===== src/rtl/csr_host_pkg.sv =====
// Shared types and constants for the CSR host initiator and its users.
// Holds the FSM state encoding, response status codes and responder register offsets.
package csr_host_pkg;

    typedef enum logic [1:0] {
        IDLE   = 2'b00,
        REQ    = 2'b01,
        RDWAIT = 2'b10,
        RESP   = 2'b11
    } host_state_e;

    localparam logic [1:0] RSP_OK      = 2'b00;
    localparam logic [1:0] RSP_TIMEOUT = 2'b01;

    // Byte offsets of the config-timeout CSR block
    localparam logic [7:0] HIP_STATUS  = 8'h00;
    localparam logic [7:0] TIMEOUT_REG = 8'h04;
    localparam logic [7:0] CLOCK_FREQ  = 8'h08;
    localparam logic [7:0] SOFT_RESET  = 8'h0C;
    localparam logic [7:0] ERROR_STAT  = 8'h10;

endpackage


===== src/rtl/csr_host_watchdog.sv =====
// Per-transaction watchdog: saturating cycle counter, live limit compare and expiry pulse.
// A limit of zero disables expiry; completion in the expiry cycle suppresses it.
module csr_host_watchdog #(
    parameter int REG_WIDTH = 32
) (
    input  logic                 clk_i,
    input  logic                 rstn_i,
    input  logic                 clear_i,
    input  logic                 enable_i,
    input  logic                 done_i,
    input  logic [REG_WIDTH-1:0] limit_i,
    output logic                 expire_o,
    output logic                 pulse_o
);

    localparam logic [REG_WIDTH-1:0] CNT_ZERO = {REG_WIDTH{1'b0}};
    localparam logic [REG_WIDTH-1:0] CNT_ONES = {REG_WIDTH{1'b1}};
    localparam logic [REG_WIDTH-1:0] CNT_ONE  = {{(REG_WIDTH-1){1'b0}}, 1'b1};

    logic [REG_WIDTH-1:0] count_r;
    logic [REG_WIDTH-1:0] count_nxt_s;
    logic                 hit_s;
    logic                 pulse_r;

    // Limit compare and next counter value
    always_comb begin
        hit_s       = 1'b0;
        count_nxt_s = count_r;
        // >= so that lowering the limit mid-transaction still fires at once
        if (enable_i && (limit_i != CNT_ZERO) && (count_r >= (limit_i - CNT_ONE))) begin
            hit_s = 1'b1;
        end else begin
            hit_s = 1'b0;
        end
        if (clear_i) begin
            count_nxt_s = CNT_ZERO;
        end else if (enable_i && (count_r != CNT_ONES)) begin
            count_nxt_s = count_r + CNT_ONE;
        end else begin
            count_nxt_s = count_r;
        end
    end

    assign expire_o = hit_s & ~done_i;
    assign pulse_o  = pulse_r;

    // Counter and one-cycle expiry pulse registers
    always_ff @(posedge clk_i) begin
        if (!rstn_i) begin
            count_r <= CNT_ZERO;
            pulse_r <= 1'b0;
        end else begin
            count_r <= count_nxt_s;
            pulse_r <= expire_o;
        end
    end

endmodule


===== src/rtl/csr_host_initiator.sv =====
// Avalon-MM single-beat CSR initiator fed by a valid/ready command channel.
// One outstanding command; responses return on a valid/ready channel with OK/TIMEOUT status.
module csr_host_initiator
    import csr_host_pkg::*;
#(
    parameter int CSR_ADDR_WIDTH = 8,
    parameter int CSR_DATA_WIDTH = 32,
    parameter int REG_WIDTH      = 32
) (
    input  logic                        clk_i,
    input  logic                        rstn_i,
    input  logic                        cmd_valid_i,
    output logic                        cmd_ready_o,
    input  logic                        cmd_write_i,
    input  logic [CSR_ADDR_WIDTH-1:0]   cmd_addr_i,
    input  logic [CSR_DATA_WIDTH-1:0]   cmd_wdata_i,
    input  logic [CSR_DATA_WIDTH/8-1:0] cmd_be_i,
    output logic                        rsp_valid_o,
    input  logic                        rsp_ready_i,
    output logic [CSR_DATA_WIDTH-1:0]   rsp_rdata_o,
    output logic [1:0]                  rsp_status_o,
    input  logic [REG_WIDTH-1:0]        timeout_cycles_i,
    output logic                        timeout_o,
    output logic [CSR_ADDR_WIDTH-1:0]   avm_address_o,
    output logic                        avm_read_o,
    output logic                        avm_write_o,
    output logic [CSR_DATA_WIDTH-1:0]   avm_writedata_o,
    output logic [CSR_DATA_WIDTH/8-1:0] avm_byteenable_o,
    output logic                        avm_burstcount_o,
    output logic                        avm_debugaccess_o,
    input  logic                        avm_waitrequest_i,
    input  logic                        avm_readdatavalid_i,
    input  logic [CSR_DATA_WIDTH-1:0]   avm_readdata_i
);

    localparam int BE_WIDTH = CSR_DATA_WIDTH / 8;

    host_state_e                 state_r,       state_nxt_s;
    logic [CSR_ADDR_WIDTH-1:0]   addr_r,        addr_nxt_s;
    logic [CSR_DATA_WIDTH-1:0]   wdata_r,       wdata_nxt_s;
    logic [BE_WIDTH-1:0]         be_r,          be_nxt_s;
    logic                        dir_write_r,   dir_write_nxt_s;
    logic                        avm_read_r,    avm_read_nxt_s;
    logic                        avm_write_r,   avm_write_nxt_s;
    logic                        cmd_ready_r,   cmd_ready_nxt_s;
    logic                        rsp_valid_r,   rsp_valid_nxt_s;
    logic [CSR_DATA_WIDTH-1:0]   rsp_rdata_r,   rsp_rdata_nxt_s;
    logic [1:0]                  rsp_status_r,  rsp_status_nxt_s;

    logic wd_clear_s;
    logic wd_enable_s;
    logic wd_done_s;
    logic wd_expire_s;
    logic wd_pulse_s;

    assign wd_clear_s  = (state_r == IDLE) & cmd_valid_i & cmd_ready_r;
    assign wd_enable_s = (state_r == REQ) | (state_r == RDWAIT);
    assign wd_done_s   = ((state_r == REQ) & ~avm_waitrequest_i)
                       | ((state_r == RDWAIT) & avm_readdatavalid_i);

    csr_host_watchdog #(
        .REG_WIDTH (REG_WIDTH)
    ) u_watchdog (
        .clk_i    (clk_i),
        .rstn_i   (rstn_i),
        .clear_i  (wd_clear_s),
        .enable_i (wd_enable_s),
        .done_i   (wd_done_s),
        .limit_i  (timeout_cycles_i),
        .expire_o (wd_expire_s),
        .pulse_o  (wd_pulse_s)
    );

    // Next-state and next registered-output logic
    always_comb begin
        state_nxt_s      = state_r;
        addr_nxt_s       = addr_r;
        wdata_nxt_s      = wdata_r;
        be_nxt_s         = be_r;
        dir_write_nxt_s  = dir_write_r;
        avm_read_nxt_s   = avm_read_r;
        avm_write_nxt_s  = avm_write_r;
        rsp_valid_nxt_s  = rsp_valid_r;
        rsp_rdata_nxt_s  = rsp_rdata_r;
        rsp_status_nxt_s = rsp_status_r;

        case (state_r)
            IDLE: begin
                if (cmd_valid_i && cmd_ready_r) begin
                    state_nxt_s     = REQ;
                    addr_nxt_s      = cmd_addr_i;
                    wdata_nxt_s     = cmd_wdata_i;
                    be_nxt_s        = cmd_be_i;
                    dir_write_nxt_s = cmd_write_i;
                    avm_read_nxt_s  = ~cmd_write_i;
                    avm_write_nxt_s = cmd_write_i;
                end else begin
                    avm_read_nxt_s  = 1'b0;
                    avm_write_nxt_s = 1'b0;
                end
            end
            REQ: begin
                if (!avm_waitrequest_i) begin
                    avm_read_nxt_s  = 1'b0;
                    avm_write_nxt_s = 1'b0;
                    if (dir_write_r) begin
                        state_nxt_s      = RESP;
                        rsp_valid_nxt_s  = 1'b1;
                        rsp_rdata_nxt_s  = {CSR_DATA_WIDTH{1'b0}};
                        rsp_status_nxt_s = RSP_OK;
                    end else if (avm_readdatavalid_i) begin
                        // data returned in the acceptance cycle itself
                        state_nxt_s      = RESP;
                        rsp_valid_nxt_s  = 1'b1;
                        rsp_rdata_nxt_s  = avm_readdata_i;
                        rsp_status_nxt_s = RSP_OK;
                    end else begin
                        state_nxt_s = RDWAIT;
                    end
                end else if (wd_expire_s) begin
                    avm_read_nxt_s   = 1'b0;
                    avm_write_nxt_s  = 1'b0;
                    state_nxt_s      = RESP;
                    rsp_valid_nxt_s  = 1'b1;
                    rsp_rdata_nxt_s  = {CSR_DATA_WIDTH{1'b0}};
                    rsp_status_nxt_s = RSP_TIMEOUT;
                end else begin
                    state_nxt_s = REQ;
                end
            end
            RDWAIT: begin
                if (avm_readdatavalid_i) begin
                    state_nxt_s      = RESP;
                    rsp_valid_nxt_s  = 1'b1;
                    rsp_rdata_nxt_s  = avm_readdata_i;
                    rsp_status_nxt_s = RSP_OK;
                end else if (wd_expire_s) begin
                    state_nxt_s      = RESP;
                    rsp_valid_nxt_s  = 1'b1;
                    rsp_rdata_nxt_s  = {CSR_DATA_WIDTH{1'b0}};
                    rsp_status_nxt_s = RSP_TIMEOUT;
                end else begin
                    state_nxt_s = RDWAIT;
                end
            end
            RESP: begin
                if (rsp_ready_i) begin
                    state_nxt_s     = IDLE;
                    rsp_valid_nxt_s = 1'b0;
                end else begin
                    state_nxt_s = RESP;
                end
            end
            default: begin
                state_nxt_s     = IDLE;
                avm_read_nxt_s  = 1'b0;
                avm_write_nxt_s = 1'b0;
                rsp_valid_nxt_s = 1'b0;
            end
        endcase

        cmd_ready_nxt_s = (state_nxt_s == IDLE);
    end

    // State and registered outputs, synchronous active-low reset
    always_ff @(posedge clk_i) begin
        if (!rstn_i) begin
            state_r      <= IDLE;
            addr_r       <= {CSR_ADDR_WIDTH{1'b0}};
            wdata_r      <= {CSR_DATA_WIDTH{1'b0}};
            be_r         <= {BE_WIDTH{1'b0}};
            dir_write_r  <= 1'b0;
            avm_read_r   <= 1'b0;
            avm_write_r  <= 1'b0;
            cmd_ready_r  <= 1'b0;
            rsp_valid_r  <= 1'b0;
            rsp_rdata_r  <= {CSR_DATA_WIDTH{1'b0}};
            rsp_status_r <= RSP_OK;
        end else begin
            state_r      <= state_nxt_s;
            addr_r       <= addr_nxt_s;
            wdata_r      <= wdata_nxt_s;
            be_r         <= be_nxt_s;
            dir_write_r  <= dir_write_nxt_s;
            avm_read_r   <= avm_read_nxt_s;
            avm_write_r  <= avm_write_nxt_s;
            cmd_ready_r  <= cmd_ready_nxt_s;
            rsp_valid_r  <= rsp_valid_nxt_s;
            rsp_rdata_r  <= rsp_rdata_nxt_s;
            rsp_status_r <= rsp_status_nxt_s;
        end
    end

    assign cmd_ready_o       = cmd_ready_r;
    assign rsp_valid_o       = rsp_valid_r;
    assign rsp_rdata_o       = rsp_rdata_r;
    assign rsp_status_o      = rsp_status_r;
    assign timeout_o         = wd_pulse_s;
    assign avm_address_o     = addr_r;
    assign avm_read_o        = avm_read_r;
    assign avm_write_o       = avm_write_r;
    assign avm_writedata_o   = wdata_r;
    assign avm_byteenable_o  = be_r;
    assign avm_burstcount_o  = 1'b1;
    assign avm_debugaccess_o = 1'b0;

endmodule


===== config.mk =====
export PLATFORM = sky130hd
export DESIGN_NAME = csr_host_initiator
export DESIGN_NICKNAME = d
export VERILOG_FILES = /design/src/rtl/csr_host_pkg.sv /design/src/rtl/csr_host_watchdog.sv /design/src/rtl/csr_host_initiator.sv
export SDC_FILE = /design/constraint.sdc
export NUM_CORES = 1
export LEC_CHECK = 0
export CORE_ASPECT_RATIO = 0.9
export CORE_MARGIN = 1
export CORE_UTILIZATION = 50
export DETAILED_ROUTE_END_ITERATION = 8
export GPL_TIMING_DRIVEN = 1
export PLACE_DENSITY = 0.9
export SETUP_SLACK_MARGIN = 0.4
export SLEW_MARGIN = 30
export SYNTH_ARGS = -nofsm -noshare
export SYNTH_HDL_FRONTEND = slang
export SYNTH_SLANG_ARGS = --single-unit

===== constraint.sdc =====
create_clock -name clk_i -period 5.5 [get_ports clk_i]
set_clock_uncertainty 0.2 [all_clocks]
set_input_delay 1.1 -clock clk_i [delete_from_list [all_inputs] [get_ports clk_i]]
set_output_delay 1.1 -clock clk_i [all_outputs]
set_load 0.05 [all_outputs]

Word-level counts from Yosys, hierarchy flattened --
Cells that the tools add are included.
Storage, ports and cells: register bits 118, bits of input ports 115, output and inout bits 85, word-level logic and storage cells 84
Cells by class: $add $sub $neg 2, order comparisons 1, equality and inequality tests 7, mux-type cells 35, bitwise operators 11, reductions and logical operators 15
Operators with widths (number):
- $mux W32 | 5
- $pmux W32 S2 | 1
- $add A32 B1 Y32 const B | 1
- $ge A32 B32 Y1 | 1
- $ne A32 B32 Y1 const B | 1
- $reduce_bool A32 Y1 | 1
- $sub A32 B1 Y32 const B | 1
- $mux W2 | 9
- $mux W1 | 15
- $pmux W2 S4 | 1
- $reduce_and A2 Y1 | 3
- $and A1 B1 Y1 | 5
- $eq A2 B2 Y1 const B | 2
- $logic_and A1 B1 Y1 | 4
- $logic_not A2 Y1 | 2
- $ne A4 B4 Y1 const B | 1
- $not A1 Y1 | 4
- $pmux W1 S2 | 2
- $pmux W2 S2 | 1
- $reduce_bool A2 Y1 | 2
- $ne A3 B2 Y1 const B | 1
- $pmux W1 S3 | 1
- $reduce_and A3 Y1 | 1
- $reduce_bool A3 Y1 | 1
- 4 further kinds | 5

Longest topological paths before layout --
Gate-level depths: netlist (run 1).
depth after elaboration 10, mapped depth 17, gate-level depth less buffers 16

Cells and area by module --
From an unflattened synthesis (run 1), not the netlist that was laid out.
Second synthesis, totals: cells, all modules 760, area, all modules 6482.5 µm²
Modules (own cells, without submodules):
- csr_host_initiator | times used 1, cells each 401, area each 3618.5 µm², sequential area each 1701.6 µm²
- csr_host_watchdog | times used 1, cells each 359, area each 2864.0 µm², sequential area each 660.6 µm²

Worst setup path after synthesis (run 1) --
OpenSTA, ideal clock, no wires.
path type in2reg, from in timeout_cycles_i[0], to reg rsp_rdata_r[12] (netlist: rsp_rdata_o[12]), library setup time 85 ps, arrival 4701 ps, setup slack 515 ps, stages on the path 17, path buffers 1, path through inv_1 > ha_1 > nor3b_1 > nand3_1 > nor2_1 > nand2_1 > nor4_1 > xnor2_1 > ha_1 > a41oi_1 > o21ai_0 > a221oi_1 > o211ai_1 > o31ai_4 > buf_12 > a22oi_2 > o31ai_2
On the way: cells in the longest elaborated chain, start to end 8, elaborated cells between the ends (all ways) 11, classes of those cells add/sub (1); order compare (1); mux (5); bitwise (1); reduce/logical (3)
Ends and longest elaborated chain:
- from (decl) | RTL line csr_host_initiator.sv:22 | input logic [REG_WIDTH-1:0] timeout_cycles_i,
- $sub A32 B1 Y32 or $reduce_bool A32 Y1 (tied branches) | RTL line csr_host_watchdog.sv:30 | if (enable_i && (limit_i != CNT_ZERO) && (count_r >= (limit_i - CNT_ONE))) begin
- $ge A32 B32 Y1 or $logic_and A1 B1 Y1 (tied branches) | RTL line csr_host_watchdog.sv:30
- $logic_and A1 B1 Y1 (*) | RTL line csr_host_watchdog.sv:30
- $mux W1 (*) | RTL line csr_host_watchdog.sv:30
- $and A1 B1 Y1 (*) | RTL line csr_host_watchdog.sv:44 | assign expire_o = hit_s & ~done_i;
- $mux W32 (*)
- $mux W32 (on tied branches)
- $pmux W32 S2 (*)
- to (signal assigned) | RTL line csr_host_initiator.sv:177 | rsp_rdata_r <= {CSR_DATA_WIDTH{1'b0}};
- to (signal assigned) | RTL line csr_host_initiator.sv:189 | rsp_rdata_r <= rsp_rdata_nxt_s;
- to (decl) | RTL line csr_host_initiator.sv:47 | logic [CSR_DATA_WIDTH-1:0] rsp_rdata_r, rsp_rdata_nxt_s;
Every way passes the cells marked *; elsewhere a longest branch is shown, timed or not. A chain may end at the register's enable or synchronous reset.

Final worst setup path (run 1) --
from in timeout_cycles_i[19], to reg rsp_rdata_r[0] (netlist: rsp_rdata_o[0])
Same word-level chain as after synthesis.

==> results of run 1 <==
## worst max-delay path, delay by kind of cell
kind | cells | cell delay (ns)
buffers and inverters | 3 | 0.73
XOR/XNOR | 1 | 0.16
AND/OR/NAND/NOR | 6 | 1.59
AO/OA/AOI/OAI | 5 | 1.14
adder cells (fa/ha/maj) | 1 | 0.30
## stage by stage
stage,cells,instance area (um2),utilization
floorplan,939,7520,-
global placement,1298,9690,0.659
detailed placement,1299,9720,0.661
CTS,1331,10300,0.701
global route,1335,10400,0.709
finish,1335,10400,0.709
## sequential cells by signal, indices dropped and copies added, names as in the netlist, 2 cells and up
signal and cells:
avm_address_o 8, avm_byteenable_o 4, avm_writedata_o 32, rsp_rdata_o 32, rsp_status_o 2, state_r 2, u_watchdog.count_r 32
## layout by cell type (no fill, tap or decap), types with 33 or more instances in the layout
| cell | Yosys | final |
|---|---|---|
| nand2_1 | 129 | 129 |
| nand3b_1 | 33 | 33 |
| ha_1 | 38 | 37 |
| nor2_1 | 46 | 44 |
| dfxtp_1 | 118 | 118 |
| xnor2_1 | 34 | 34 |
| nor3_1 | 54 | 52 |
| o21ai_0 | 77 | 77 |
| a21oi_1 | 101 | 101 |
| clkdlybuf4s50_1 | 0 | 197 |
## layer usage
metal,vias to the layer above,wire length [um]
li1,3772,-
met1,3682,9350
met2,368,10400
met3,48,1510
met4,0,577
met5,-,0
## timing repair
action / 4_1_cts / 5_1_grt
buffers inserted: 0 / 2
gates resized for setup: 0 / 12
setup endpoints to repair: 0 / 38
## power by group
part / switching (W) / internal [W]
logic: 0.00149 / 0.000836
clock network: 0.000423 / 0.000695
registers: 0.000184 / 0.00104
total: 0.00209 / 0.00257
## final cells by class
class                           count  area [um2]
Clock inverter                     13         148
Tap cell                          198         248
Sequential cell                   118        2360
Clock buffer                       19         453
Timing Repair Buffer              231        2310
Antenna cell                        1        2.50
Fill cell                        1091        4280
Multi-Input combinational cell    739        4860
Inverter                           16        60.1
## logic make-up (layout without fill, tap and decap cells)
family / after synthesis / in the layout / share of synthesized area
AND/OR/NAND/NOR: 350 / 350 / 0.234
AO/OA/AOI/OAI: 294 / 294 / 0.274
flip-flops: 118 / 118 / 0.314
buffers and inverters: 82 / 279 / 0.0499
XOR/XNOR: 54 / 54 / 0.0629
adder cells (fa/ha/maj): 38 / 38 / 0.0633
other: 2 / 3 / 0.000999
multiplexers: 1 / 1 / 0.00133
## synth_stat cells (3+ instances only)
| cell type | count | share of area |
|---|---|---|
| a21oi_1 | 101 | 0.067 |
| a22oi_1 | 4 | 0.0040 |
| a22oi_2 | 28 | 0.047 |
| and2_1 | 5 | 0.0042 |
| and3_1 | 7 | 0.0058 |
| and4_1 | 8 | 0.0093 |
| buf_1 | 4 | 0.0020 |
| buf_12 | 3 | 0.0080 |
| buf_2 | 3 | 0.0020 |
| clkbuf_1 | 53 | 0.026 |
| dfxtp_1 | 118 | 0.31 |
| ha_1 | 38 | 0.063 |
| inv_1 | 15 | 0.0075 |
| nand2_1 | 129 | 0.064 |
| nand3_1 | 19 | 0.013 |
| nand3b_1 | 33 | 0.033 |
| nand4_1 | 15 | 0.012 |
| nor2_1 | 46 | 0.023 |
| nor2b_1 | 3 | 0.0025 |
| nor3_1 | 54 | 0.036 |
| nor4_1 | 10 | 0.0083 |
| o211ai_1 | 3 | 0.0030 |
| o21ai_0 | 77 | 0.051 |
| o21bai_1 | 32 | 0.032 |
| o31ai_1 | 5 | 0.0050 |
| o31ai_2 | 28 | 0.047 |
| or3_1 | 8 | 0.0067 |
| or4_1 | 3 | 0.0030 |
| xnor2_1 | 34 | 0.040 |
| xor2_1 | 20 | 0.023 |
## worst min-delay path by stage
stage,startpoint,end,cells past startpoint
5_1_grt,avm_writedata_o[16],avm_writedata_o[16],2
6_report,avm_writedata_o[3],avm_writedata_o[3],2
2_1_floorplan,dir_write_r,dir_write_r,2
4_1_cts,avm_writedata_o[28],avm_writedata_o[28],2
3_3_place_gp,avm_writedata_o[17],avm_writedata_o[17],2
3_5_place_dp,avm_writedata_o[28],avm_writedata_o[28],2
==> flow_summary_export.csv, run 1 <==
group,metric,value,unit
global_route,track_usage,0.277,
routing,num_vias,7870,
sta,rsz0062_at_grt,"false",
clock_tree,cts_root_buf,"clkbuf_16",
sta,max-slew-margin-rel,0.428,
sta,setup_viol,0,
global_route,busiest_layer,"met2",
power,p_per_area,447,nW/um2
yosys,synth_cells,939,
setup_path,critical_path_class,"in -> reg",
placed_design,io_buffers,197,
setup_path,crit_slowest_cell,"or4_4",
sta,hold_slack,0.251,ns
sta,tightest_slew,0.858,ns
die,coreArea,14700,um2
clock_tree,clock_latency,0.41,ns
setup_path,cp-startpoint,"timeout_cycles_i[19]",
setup_path,crit_path_end,"rsp_rdata_o[0]",
yosys,synth_edf_count,0,
worst_hold_path,worstHoldPathType,"reg -> reg",
sta,fin_crit,4.91,ns
setup_path,critPathLaunchType,"input port",
clock_tree,hold_buffers,0,
yosys,ys_seq_elements,118,
yosys,synth_nets,1092,
sta,setup-tns-final,0,ns
routing,ant_nets,0,
yosys,synth_cell_type_count,53,
setup_path,r2r_end,"rsp_rdata_o[0]",
sta,fin_ws,0.591,ns
cells_and_area,drive_gt1_frac,0.126,
yosys,syn_avg_cell_area,8.00,um2
setup_path,max_stage_delay,0.56,ns
yosys,synth_area,7520,um2
sta,fmax,204,MHz
die,num_io_pins,200,
setup_path,worstReg2RegStart,"u_watchdog.count_r[0]",
routing,drt_pass1_iterations,7,
setup_path,crit_fanout,16,
global_route,antenna_found_initial,1,
sta,slew_violations,0,
setup_path,crit_required,5.62,ns
yosys,yosysWarnings,0,
routing,avgRoutedWirePerCell,16.4,um
yosys,synth_seq_area_share,0.314,
power,fin_total_pwr,0.00467,W
clock_tree,cts_tree,"yes",
cells_and_area,finish.net_count,1276,
setup_path,worstPathCellList,"clkdlybuf4s50_1 > or4_4 > or3_4 > nor3_2 > nand3b_1 > xor2_1 > ha_1 > nand4_1 > nor2_1 > a221oi_1 > o211ai_1 > o31ai_4 > buf_12 > buf_12 > a22oi_1 > o31ai_1",
routing,drc,0,
routing,drt_iter0_drc,541,
die,initial_core_util,0.511,
clock_tree,cts_max_level,4,
global_route,grt_overflow,0,
routing,vias_per_cell,5.90,
placed_design,place_ws,0.0181,ns
status,status,"finished clean",
die,dieArea,15500,um2
global_route,grt_max_degree,68,
job,drv_cap,0,
yosys,ys_dominant_reg_cell,"dfxtp_1",
setup_path,path_common_cell,"buf_12",
setup_path,r2r_slack,2.44,ns
clock_tree,cts-buffers-inserted,17,
die,rows,42,
die,die_h,118,um
placed_design,place_congestion,0.838,
global_route,globalRouteMet3Util,0.0553,
cells_and_area,syn_to_final_growth,38.9,%
global_route,met1_usage,0.352,
yosys,async_flop_share,0,
clock_tree,clkTransAtPathRegs,0.06,ns
placed_design,dp_hpwl,14800,um
global_route,grtUsageMet2,0.454,
global_route,grt_pass1_vias,7298,
power,p_leak,3.69,nW
setup_path,cp.arrival,5.03,ns
setup_path,ff2ff_path_depth,12,
sta,post-route-period-util,0.892,
clock_tree,cts.sinks,118,
die,die_w,131,um
power,peakVddDrop,421,uV
routing,routed_wl,21900,um
sta,hold_viol_final,0,
setup_path,endpoint_kind,"register",
global_route,grt_pass1_wl,35300,um
clock_tree,cts_buffer_depth,2,
Power figures use the tool's default switching activity.
==> run 2, diff against run 1 <==
--- a/config.mk
+++ b/config.mk
@@ -12,7 +12,6 @@
 export GPL_TIMING_DRIVEN = 1
 export PLACE_DENSITY = 0.9
 export SETUP_SLACK_MARGIN = 0.4
-export SLEW_MARGIN = 30
 export SYNTH_ARGS = -nofsm -noshare
 export SYNTH_HDL_FRONTEND = slang
 export SYNTH_SLANG_ARGS = --single-unit
==> flow_summary_export.csv, run 2 (synthesized netlist as in run 1, its figures left out) <==
group,metric,value,unit
cells_and_area,layout_common_cells,"clkdlybuf4s50_1 (197), nand2_1 (128), dfxtp_1 (118)",
sta,rsz0062_at_grt,"false",
routing,drt_pass1_iterations,5,
global_route,grt_overflow,0,
worst_hold_path,hold_depth,2,
placed_design,place_congestion,0.838,
die,num_io_pins,200,
power,p_leak,3.70,nW
cells_and_area,finish.net_count,1276,
global_route,track_usage,0.279,
setup_path,critPathLaunchType,"input port",
clock_tree,cts_max_level,4,
setup_path,crit_required,5.62,ns
sta,post-route-period-util,0.917,
clock_tree,clkTransAtPathRegs,0.06,ns
sta,fmax,198,MHz
clock_tree,cts_tree,"yes",
setup_path,max_stage_delay,0.52,ns
setup_path,cp_top_family,"compound AO/OA/AOI/OAI gates",
routing,vias_per_cell,5.96,
routing,avgRoutedWirePerCell,16.7,um
routing,drt_iter0_drc,584,
sta,setup_viol,0,
setup_path,r2r_slack,2.40,ns
worst_hold_path,worstHoldPathType,"reg -> reg",
setup_path,crit_slowest_cell,"clkdlybuf4s50_1",
global_route,grt_pass1_wl,35500,um
job,drv_cap,0,
setup_path,worstPathCellList,"clkdlybuf4s50_1 > nor4_2 > nand3_1 > or2_4 > or3_1 > xor2_1 > ha_1 > a41oi_1 > o21ai_0 > a221oi_1 > o211ai_1 > o31ai_4 > buf_12 > buf_12 > a22oi_1 > o31ai_1",
routing,drc,0,
cells_and_area,design_area,10500,um2
cells_and_area,mostFrequentLayoutCell,"clkdlybuf4s50_1",
power,p_per_area,450,nW/um2
sta,hold_viol_final,0,
worst_hold_path,hold_path_end,"avm_byteenable_o[3]",
setup_path,crit_fanout,16,
setup_path,path_common_cell,"buf_12",
worst_hold_path,min_from,"avm_byteenable_o[3]",
sta,fin_ws,0.458,ns
cells_and_area,num_antenna_cells,0,
sta,tightest_slew,1.15,ns
setup_path,endpoint_kind,"register",
clock_tree,cts_buffer_depth,2,
setup_path,critical_path_class,"in -> reg",
clock_tree,cts.sinks,118,
routing,ant_nets,0,
die,dieArea,15500,um2
placed_design,dp_hpwl,14800,um
sta,max-slew-margin-rel,0.229,
setup_path,r2r_end,"rsp_rdata_o[0]",
placed_design,place_ws,-0.0176,ns
global_route,antenna_found_initial,0,
power,peakVddDrop,406,uV
cells_and_area,fin_util,0.712,
die,rows,42,
cells_and_area,drive_gt1_frac,0.130,
sta,fin_crit,5.04,ns
setup_path,ff2ff_path_depth,12,
placed_design,io_buffers,197,
global_route,grt_pass1_vias,7313,
die,die_w,131,um
clock_tree,cts_root_buf,"clkbuf_16",
cells_and_area,syn_to_final_growth,39.4,%
status,status,"finished clean",
setup_path,cp_num_buf_inv,3,
die,initial_core_util,0.511,
setup_path,cp.arrival,5.17,ns
sta,slew_violations,0,
clock_tree,cts-buffers-inserted,17,
die,die_h,118,um
routing,num_vias,7952,
clock_tree,hold_buffers,0,
die,coreArea,14700,um2
placed_design,placed_area,9690,um2
global_route,grt_max_degree,68,
clock_tree,clock_latency,0.42,ns
setup_path,worstReg2RegStart,"u_watchdog.count_r[0]",
routing,routed_wl,22300,um
==> run 2: cell count changes in the layout (fill, tap and decap cells not counted), moves of 2 or more <==
cell / delta
clkbuf_8: -2
clkinvlp_4: -2
clkinv_4: -3
inv_6: +5
==> run 2: layout make-up <==
| class | instances | area, um2 |
|---|---|---|
| clock buffer | 17 | 425 |
| clock inverter | 15 | 191 |
| fill | 1103 | 4240 |
| inverter | 16 | 60.1 |
| multi-input combinational | 739 | 4900 |
| sequential | 118 | 2360 |
| tap | 198 | 248 |
| timing repair buffer | 231 | 2290 |
==> run 2: report_power, final <==
part | switching (W) | internal (W)
logic | 0.00149 | 0.000831
registers | 0.000187 | 0.00104
clock network | 0.000440 | 0.000725
total | 0.00211 | 0.00260
==> run 2: worst max-delay path by stage <==
stage	from	slack, ns	cells past startpoint	to
2_1_floorplan	timeout_cycles_i[0]	0.51	17	rsp_rdata_o[12]
3_3_place_gp	timeout_cycles_i[11]	0.08	16	rsp_rdata_o[0]
3_5_place_dp	timeout_cycles_i[11]	-0.02	16	rsp_rdata_o[1]
4_1_cts	timeout_cycles_i[11]	0.40	16	rsp_rdata_o[1]
5_1_grt	timeout_cycles_i[2]	0.27	16	rsp_rdata_o[0]
6_report	timeout_cycles_i[2]	0.46	16	rsp_rdata_o[0]
==> run 2: per-stage QoR <==
stage	total power (W)	hold slack [ns]	std cells	TNS, ns
2_1_floorplan	0.00283	0.250	939	0
3_3_place_gp	0.00347	0.241	1298	0
3_5_place_dp	0.00351	0.246	1298	-0.0401
4_1_cts	0.00469	0.254	1330	0
5_1_grt	0.00496	0.270	1334	0
6_report	0.00471	0.252	1334	0
==> run 2: routing by layer <==
| layer | GRT usage | wire, um | part of all wire |
|---|---|---|---|
| met3 | 0.0596 | 1620 | 0.073 |
| met1 | 0.351 | 9320 | 0.42 |
| met4 | 0.118 | 670 | 0.030 |
| met5 | 0 | 0 | 0 |
| met2 | 0.462 | 10700 | 0.48 |
==> run 2: timing repair <==
item	in CTS	in global routing
setup endpoints to repair	0	39
buffers inserted	0	3
gates resized for setup	0	21
==> run 2: worst min-delay path, stage by stage, from the launching register on <==
cell     delay, ns
dfxtp_1       0.31
nand2_1       0.05
a21oi_1       0.05
